## src/rtl/bounce_control.sv

```systemverilog
// Pong rule engine: walls, paddle hits/misses, scoring, serve delay; drives trajectory enable/dir/speed.
// Latency: every decision is registered one edge after the edge that samples the coordinates.
// Backpressure: none; the block is a free-running controller with no handshake.
module bounce_control #(
    parameter int CWIDTH      = 9,
    parameter int X_MAX       = 639,
    parameter int Y_MAX       = 479,
    parameter int PADDLE_H    = 64,
    parameter int THRESH_INIT = 500000,
    parameter int THRESH_MIN  = 100000,
    parameter int THRESH_STEP = 25000,
    parameter int SERVE_WAIT  = 25000000
) (
    input  logic              clock,
    input  logic              reset,
    input  logic              start,
    input  logic [CWIDTH:0]   ball_x,
    input  logic [CWIDTH:0]   ball_y,
    input  logic [CWIDTH:0]   paddle_l_y,
    input  logic [CWIDTH:0]   paddle_r_y,
    output logic              active,
    output logic              dir_x,
    output logic              dir_y,
    output logic [31:0]       threshold,
    output logic              score_l,
    output logic              score_r
);

    localparam int CNT_W = (SERVE_WAIT > 0) ? $clog2(SERVE_WAIT + 1) : 1;
    localparam logic [CNT_W-1:0] SW     = CNT_W'(SERVE_WAIT);
    localparam logic [CWIDTH:0]  X_LIM  = (CWIDTH+1)'(X_MAX);
    localparam logic [CWIDTH:0]  Y_LIM  = (CWIDTH+1)'(Y_MAX);
    localparam logic [31:0]      T_INIT = 32'(THRESH_INIT);

    typedef enum logic [1:0] {IDLE, SERVE, PLAY, SCORE} state_t;

    state_t            state, state_nxt;
    logic [CNT_W-1:0]  cnt, cnt_nxt;
    logic              active_nxt, dir_x_nxt, dir_y_nxt, score_l_nxt, score_r_nxt;
    logic [31:0]       thr_nxt, thr_fast;
    logic [CWIDTH+1:0] l_end, r_end;
    logic              hit_l, hit_r;

    // Paddle span end is one bit wider so a paddle near the bottom never wraps.
    assign l_end = {1'b0, paddle_l_y} + (CWIDTH+2)'(PADDLE_H);
    assign r_end = {1'b0, paddle_r_y} + (CWIDTH+2)'(PADDLE_H);
    assign hit_l = (ball_y >= paddle_l_y) && ({1'b0, ball_y} < l_end);
    assign hit_r = (ball_y >= paddle_r_y) && ({1'b0, ball_y} < r_end);

    assign thr_fast = ({1'b0, threshold} >= (33'(THRESH_MIN) + 33'(THRESH_STEP)))
                    ? threshold - 32'(THRESH_STEP) : 32'(THRESH_MIN);

    always_comb begin
        state_nxt   = state;
        cnt_nxt     = cnt;
        active_nxt  = active;
        dir_x_nxt   = dir_x;
        dir_y_nxt   = dir_y;
        thr_nxt     = threshold;
        score_l_nxt = 1'b0;
        score_r_nxt = 1'b0;
        case (state)
            IDLE: begin
                active_nxt = 1'b0;
                if (start) begin
                    state_nxt = SERVE;
                    cnt_nxt   = SW;
                end
            end
            SERVE: begin
                active_nxt = 1'b0;
                if (cnt == '0) begin
                    state_nxt  = PLAY;
                    active_nxt = 1'b1;
                end else begin
                    cnt_nxt = cnt - 1'b1;
                end
            end
            PLAY: begin
                // Direction-qualified so a ball parked on a wall flips only once.
                if (dir_y && ball_y >= Y_LIM)
                    dir_y_nxt = 1'b0;
                else if (!dir_y && ball_y == '0)
                    dir_y_nxt = 1'b1;

                if (!dir_x && ball_x == '0) begin
                    if (hit_l) begin
                        dir_x_nxt = 1'b1;
                        thr_nxt   = thr_fast;
                    end else begin
                        score_r_nxt = 1'b1;
                        active_nxt  = 1'b0;
                        state_nxt   = SCORE;
                    end
                end else if (dir_x && ball_x >= X_LIM) begin
                    if (hit_r) begin
                        dir_x_nxt = 1'b0;
                        thr_nxt   = thr_fast;
                    end else begin
                        score_l_nxt = 1'b1;
                        active_nxt  = 1'b0;
                        state_nxt   = SCORE;
                    end
                end
            end
            SCORE: begin
                active_nxt = 1'b0;
                thr_nxt    = T_INIT;
                dir_x_nxt  = ~dir_x;
                cnt_nxt    = SW;
                state_nxt  = SERVE;
            end
            default: begin
                state_nxt  = IDLE;
                active_nxt = 1'b0;
            end
        endcase
    end

    always_ff @(posedge clock or posedge reset) begin
        if (reset) begin
            state     <= IDLE;
            cnt       <= '0;
            active    <= 1'b0;
            dir_x     <= 1'b1;
            dir_y     <= 1'b1;
            threshold <= T_INIT;
            score_l   <= 1'b0;
            score_r   <= 1'b0;
        end else begin
            state     <= state_nxt;
            cnt       <= cnt_nxt;
            active    <= active_nxt;
            dir_x     <= dir_x_nxt;
            dir_y     <= dir_y_nxt;
            threshold <= thr_nxt;
            score_l   <= score_l_nxt;
            score_r   <= score_r_nxt;
        end
    end

endmodule
```

## config.mk

```make
export PLATFORM = sky130hd
export DESIGN_NAME = bounce_control
export DESIGN_NICKNAME = d
export VERILOG_FILES = /design/src/rtl/bounce_control.sv
export SDC_FILE = /design/constraint.sdc
export NUM_CORES = 1
export LEC_CHECK = 0
export ABC_AREA = 1
export ABC_CLOCK_PERIOD_IN_PS = 3800
export BUFFER_PORTS_ARGS = -buffer_cell sky130_fd_sc_hd__buf_4
export CAP_MARGIN = 15
export CORE_MARGIN = 2
export CORE_UTILIZATION = 35
export CTS_BUF_LIST = sky130_fd_sc_hd__clkbuf_8
export DETAILED_ROUTE_END_ITERATION = 7
export GPL_TIMING_DRIVEN = 0
export SETUP_SLACK_MARGIN = 0.1
export SYNTH_ARGS = -nofsm -noshare
export SYNTH_HDL_FRONTEND = slang
export SYNTH_SLANG_ARGS = --single-unit
```

## constraint.sdc

```tcl
create_clock -name clock -period 3.8 [get_ports clock]
set_input_delay 0.38 -clock clock [delete_from_list [all_inputs] [get_ports clock]]
set_output_delay 0.38 -clock clock [all_outputs]
set_load 0.02 [all_outputs]
```

# After elaboration in Yosys (flattened, before gate mapping)
# Cells that the tools add are included.
[word_totals]
regBits = 64
wordCells = 88
[op_classes]
add_sub_neg = 4
n_lt_le_gt_ge = 7
n_eq_ne = 11
mux = 36
n_bitwise = 1
n_reduce_logical = 21
[ops]
columns = ["cell", "n"]
rows = [
  ["two-way mux 32 bit", 5],
  ["case mux 25 bit (3 select lines)", 1],
  ["case mux 32 bit (2 select lines)", 1],
  ["two-way mux 25 bit", 2],
  ["greater-or-equal comparator 32 x 17 -> 1 bit, second input constant", 1],
  ["subtractor 32 x 15 -> 32 bit, second input constant", 1],
  ["logical NOT 25 bit", 1],
  ["subtractor 25 x 1 -> 25 bit, second input constant", 1],
  ["adder 10 x 7 -> 11 bit, second input constant", 2],
  ["< comparator 10 x 11 -> 1 bit", 2],
  ["greater-or-equal comparator 10 bit", 2],
  ["logical NOT 10 bit", 2],
  ["two-way mux 1 bit", 18],
  ["inequality test 3 bit, second input constant", 5],
  ["two-way mux 2 bit", 6],
  ["greater-or-equal comparator 10 bit, second input constant", 1],
  ["greater-or-equal comparator 10 x 9 -> 1 bit, second input constant", 1],
  ["case mux 2 bit (4 select lines)", 1],
  ["logical AND 1 bit", 6],
  ["inequality test 2 bit, second input constant", 3],
  ["AND reduction 3 bit", 2],
  ["AND reduction 5 bit", 1],
  ["equality test 2 bit, second input constant", 2],
  ["AND reduction 4 bit", 1],
  ["10 further kinds", 12],
]

# Depth between registers and ports, before layout
[logic_depth]
depth_word = 7
mapped_depth = 16
ltp_nobuf = 15

# Least setup slack after synthesis
# OpenSTA, ideal clock, no wires.
[synth_timing]
path_kind = "input port to flip-flop"
from = "in paddle_l_y[6]"
to = "reg threshold[23]"
setup_time_ns = 0.117
arrival_time_ns = 1.845
path_slack_ns = 1.838
stages = 15
path_buffers = 1
path_cell_list = "ha_1 xnor2_1 ha_1 nand3_1 nor2_1 nand2_1 nor2_1 nor2_1 nand2_1 nand2_1 nand2_1 nand2_1 buf_2 nand3_1 nand2_1"
[synth_between]
elab_chain_len = 5
[synth_lines]
columns = ["element", "line", "text"]
rows = [
  ["start, declared", "19", "input logic [CWIDTH:0] paddle_l_y,"],
  ["adder 10 x 7 -> 11 bit", "45", "assign l_end = {1'b0, paddle_l_y} + (CWIDTH+2)'(PADDLE_H);"],
  ["< comparator 10 x 11 -> 1 bit", "47", "assign hit_l = (ball_y >= paddle_l_y) && ({1'b0, ball_y} < l_end);"],
  ["logical AND 1 bit *", "47", ""],
  ["inequality test 3 bit (no source line) *", "-", ""],
  ["AND reduction 4 bit (no source line) *", "-", ""],
  ["end signal, assigned", "136", "threshold <= thr_nxt;"],
  ["end, declared", "24", "output logic [31:0] threshold,"],
]
# Every way passes the cells marked *; elsewhere a longest branch is shown, timed or not.
# A chain may end at the register's enable or synchronous reset.

# Worst setup path after layout
[layout_timing]
from = "in paddle_l_y[6]"
to = "reg threshold[28]"
# The elaborated chain is that of the path after synthesis.

==> metrics.md <==
| Metric | Value |
|---|---|
| H-tree lvl count | 3 |
| Clock latency on the worst-skew pair | 0.37 ns |
| Fin crit share | 0.536 |
| Slew margin rel. | 0.619 |
| Hold Vio Cnt, Final | 0 |
| Synth cell types | 37 |
| Pwr Density | ~800 nW/µm² |
| Max FO, Critical Path | 10 |
| Crit-path most repeated cell | nand2_1 |
| Synth Instances | 840 |
| IO Count | 80 |
| Final setup violation count | 0 |
| Unrepaired setup endpoints after global routing | false |
| R2R Setup Slk | 1.79 ns |
| Most frequent cells in the layout | nand2_1 (244), nor2_1 (122), inv_1 (105), nand3_1 (99), buf_4 (83) |
| Nets | 1,010 |
| Outcome | finished clean |
| Mapped Area | 5370 µm² |
| Cts hold-fix bufs | 0 |
| Total Negative Setup Slacks | 0 ns |
| Chip height | 128 µm |
| Worst path max stage delay | 0.29 ns |
| Tightest Pin Transition | 0.571 ns |
| Peak supply drop | 0.000351 V |
| Core area | 15,100 µm² |
| Grt total ovfl | 0 |
| CP startpoint | paddle_l_y[6] |
| DR vias/cell | 4.75 |
| CTS tree | yes |
| Routed WL | 14,000 µm |
| Worst hold-check path type | primary input to async pin |
| Register area share after synthesis | 0.286 |
| Reg clk slew, reported paths | about 0.070 ns |
| Setup fix buffers added after clock tree synthesis | 0 |
| Slowest CP cell | ha_1 |
| Final GP Congestion | 0.901 |
| Tot GR Track Use | 0.182 |
| Max Root-Sink Buffers | 2 |
| First-pass GRT wire length | 24,300 µm |
| YS warnings | 0 |
| Total Power | between 5 and 6 mW |
| Initial core utilization | 0.356 |
| CP startpoint kind | primary input |
| Core Rows | between 40 and 50 |
| Wirelength per Cell | 12.5 µm |
| Initial antenna violation count | 0 |
| Number of global-route vias before repair | 5,246 |
| Fin crit period | 2.04 ns |
| Fmax | 491 MHz |
| CP endpoint | threshold[28] |
| Count of pins over their slew limit | 0 |
| Share of the synthesized area in the top cell type | 0.242 |
| Yosys reg bits | 61 |
| Initial DRC Count | 294 |
| Critical R2R Launch | threshold[3] |
| Critical Path RT | 4.06 ns |
| Sink Count | 61 |
| Critical-path cell list | buf_4 -> ha_1 -> xnor2_1 -> ha_1 -> nand3_1 -> nor2_1 -> nand2_1 -> nor2_1 -> nor2_1 -> nand2_1 -> nand2_1 -> nand2_1 -> nand2_1 -> buf_2 -> nand3_1 -> nand2_1 |
| Number of I/O port buffers | 76 |
| Largest cells by area after synthesis | dfrtp_1 (24%), nand2_1 (17%), nand3_1 (9.2%) |
| Max-cap viol count | 0 |
| Area delta synth->final | 20.0% |
| Post-route ant nets | 0 |
| Clk_skew | 0.0105 ns |
| 1st-pass router iterations | 5 |
| CP Class | primary input to register |
| Leak | 3.45 nW |
| Die area | 16,400 µm² |
| Die width | roughly 130 µm |
| Post-CTS resize count | 0 |
| Antenna cells | 0 |
| Largest net degree at the start of global routing | 39 |
| RR Endpoint | threshold[19] |
| Syn Area/Cell | approximately 6.4 µm² |
| Dominant cell type by area after synthesis | dfrtp_1 |
| CTS root buf | clkbuf_8 |
| Detailed placer's ending HPWL | 11,000 µm |
| Arrival time at the worst endpoint | between 2 and 2.5 ns |
| Placement Setup Slack | around 1.4 ns |
| FF-to-FF path depth | 13 |
| CP endpoint kind | register |
| Setup ws final | 1.76 ns |
| TritonCTS buffer count | 9 |
| Residual DRC | 0 |
| DR vias | 5,336 |
| Share of post-route cells with drive strength above 1 | 0.154 |
| Commonest non-fill, non-tap cell in the layout | nand2_1 |
[state kept, by name, indices dropped and copies added (netlist names)]
register	flops
threshold	29
cnt	25
state	2
active	1
dir_x	1
dir_y	1
score_l	1
score_r	1
[through the flow]
stage	instances	util	instance area (µm²)	hold slack, ns
floorplan	842	-	5380	0.455
global placement	1106	0.410	6180	0.485
detailed placement	1107	0.411	6200	0.484
CTS	1123	0.427	6440	0.0872
global route	1123	0.427	6440	0.118
finish	1123	0.427	6440	0.0653
[worst max-delay path: cells and delay by family]
kind                       cells  cell delay [ns]
buffers and inverters          2             0.34
adders and majority gates      2             0.50
and+or+nand+nor               11             0.95
xor gates and xnor gates       1             0.13
[cell type report]
class	count	area, µm²
clock buffers	10	138
well taps	188	235
plain buffers	21	131
fillers	1619	8640
clock inverters	6	103
multi-input cells	648	3290
repair buffers	77	591
inverters	112	420
flip-flops and latches	61	1540
[synth_stat cells]
library cell,number
a21o_1,3
a21oi_1,20
a31oi_1,1
and2_1,1
and3_1,1
buf_2,9
buf_4,7
buf_6,2
clkbuf_1,3
clkinv_1,1
conb_1,1
dfrtp_1,52
dfstp_2,9
ha_1,37
inv_1,104
inv_2,7
nand2_1,244
nand2_2,5
nand2_4,1
nand3_1,99
nand3_4,1
nand3b_1,2
nand4_1,20
nand4_4,1
nor2_1,122
nor2_2,3
nor2_4,2
nor3_1,4
nor3_2,4
nor4_1,2
o21ai_0,21
o21ai_1,20
o22ai_1,1
or2_1,1
or2_2,1
xnor2_1,3
xor2_1,25
[routing by layer]
metal	global-route usage	vias to the layer above	part of all wire
met5	0	-	0
met1	0.233	2380	0.49
met2	0.311	86	0.46
met3	0.0351	20	0.036
li1	-	2850	-
met4	0.0524	0	0.015
[worst min-delay path by stage]
stage	cells past startpoint	end	startpoint	slack, ns
2_1_floorplan	1	dir_y	ball_y[9]	0.45
3_3_place_gp	2	cnt[24]	cnt[24]	0.48
3_5_place_dp	2	cnt[17]	reset	0.48
4_1_cts	2	cnt[17]	reset	0.09
5_1_grt	2	threshold[24]	reset	0.12
6_report	2	cnt[17]	reset	0.07
[cells by family after synthesis]
group                      Yosys count  synth area share
and+or+nand+nor                    514             0.415
buffers and inverters              133             0.103
AOI/OAI and AO/OA                   66            0.0634
DFF                                 61             0.286
adders and majority gates           37            0.0862
xor gates and xnor gates            28            0.0457
other                                1          0.000698
[power breakdown]
| part | leakage [nW] | total, mW | switching [mW] | internal (mW) |
|---|---|---|---|---|
| Sequential | 0.758 | 1.29 | 0.334 | 0.951 |
| Combinational | 2.57 | 3.28 | 2.12 | 1.16 |
| Clock | 0.129 | 0.717 | 0.270 | 0.448 |
| Total | 3.45 | 5.29 | 2.72 | 2.56 |
Power figures use the tool's default switching activity.
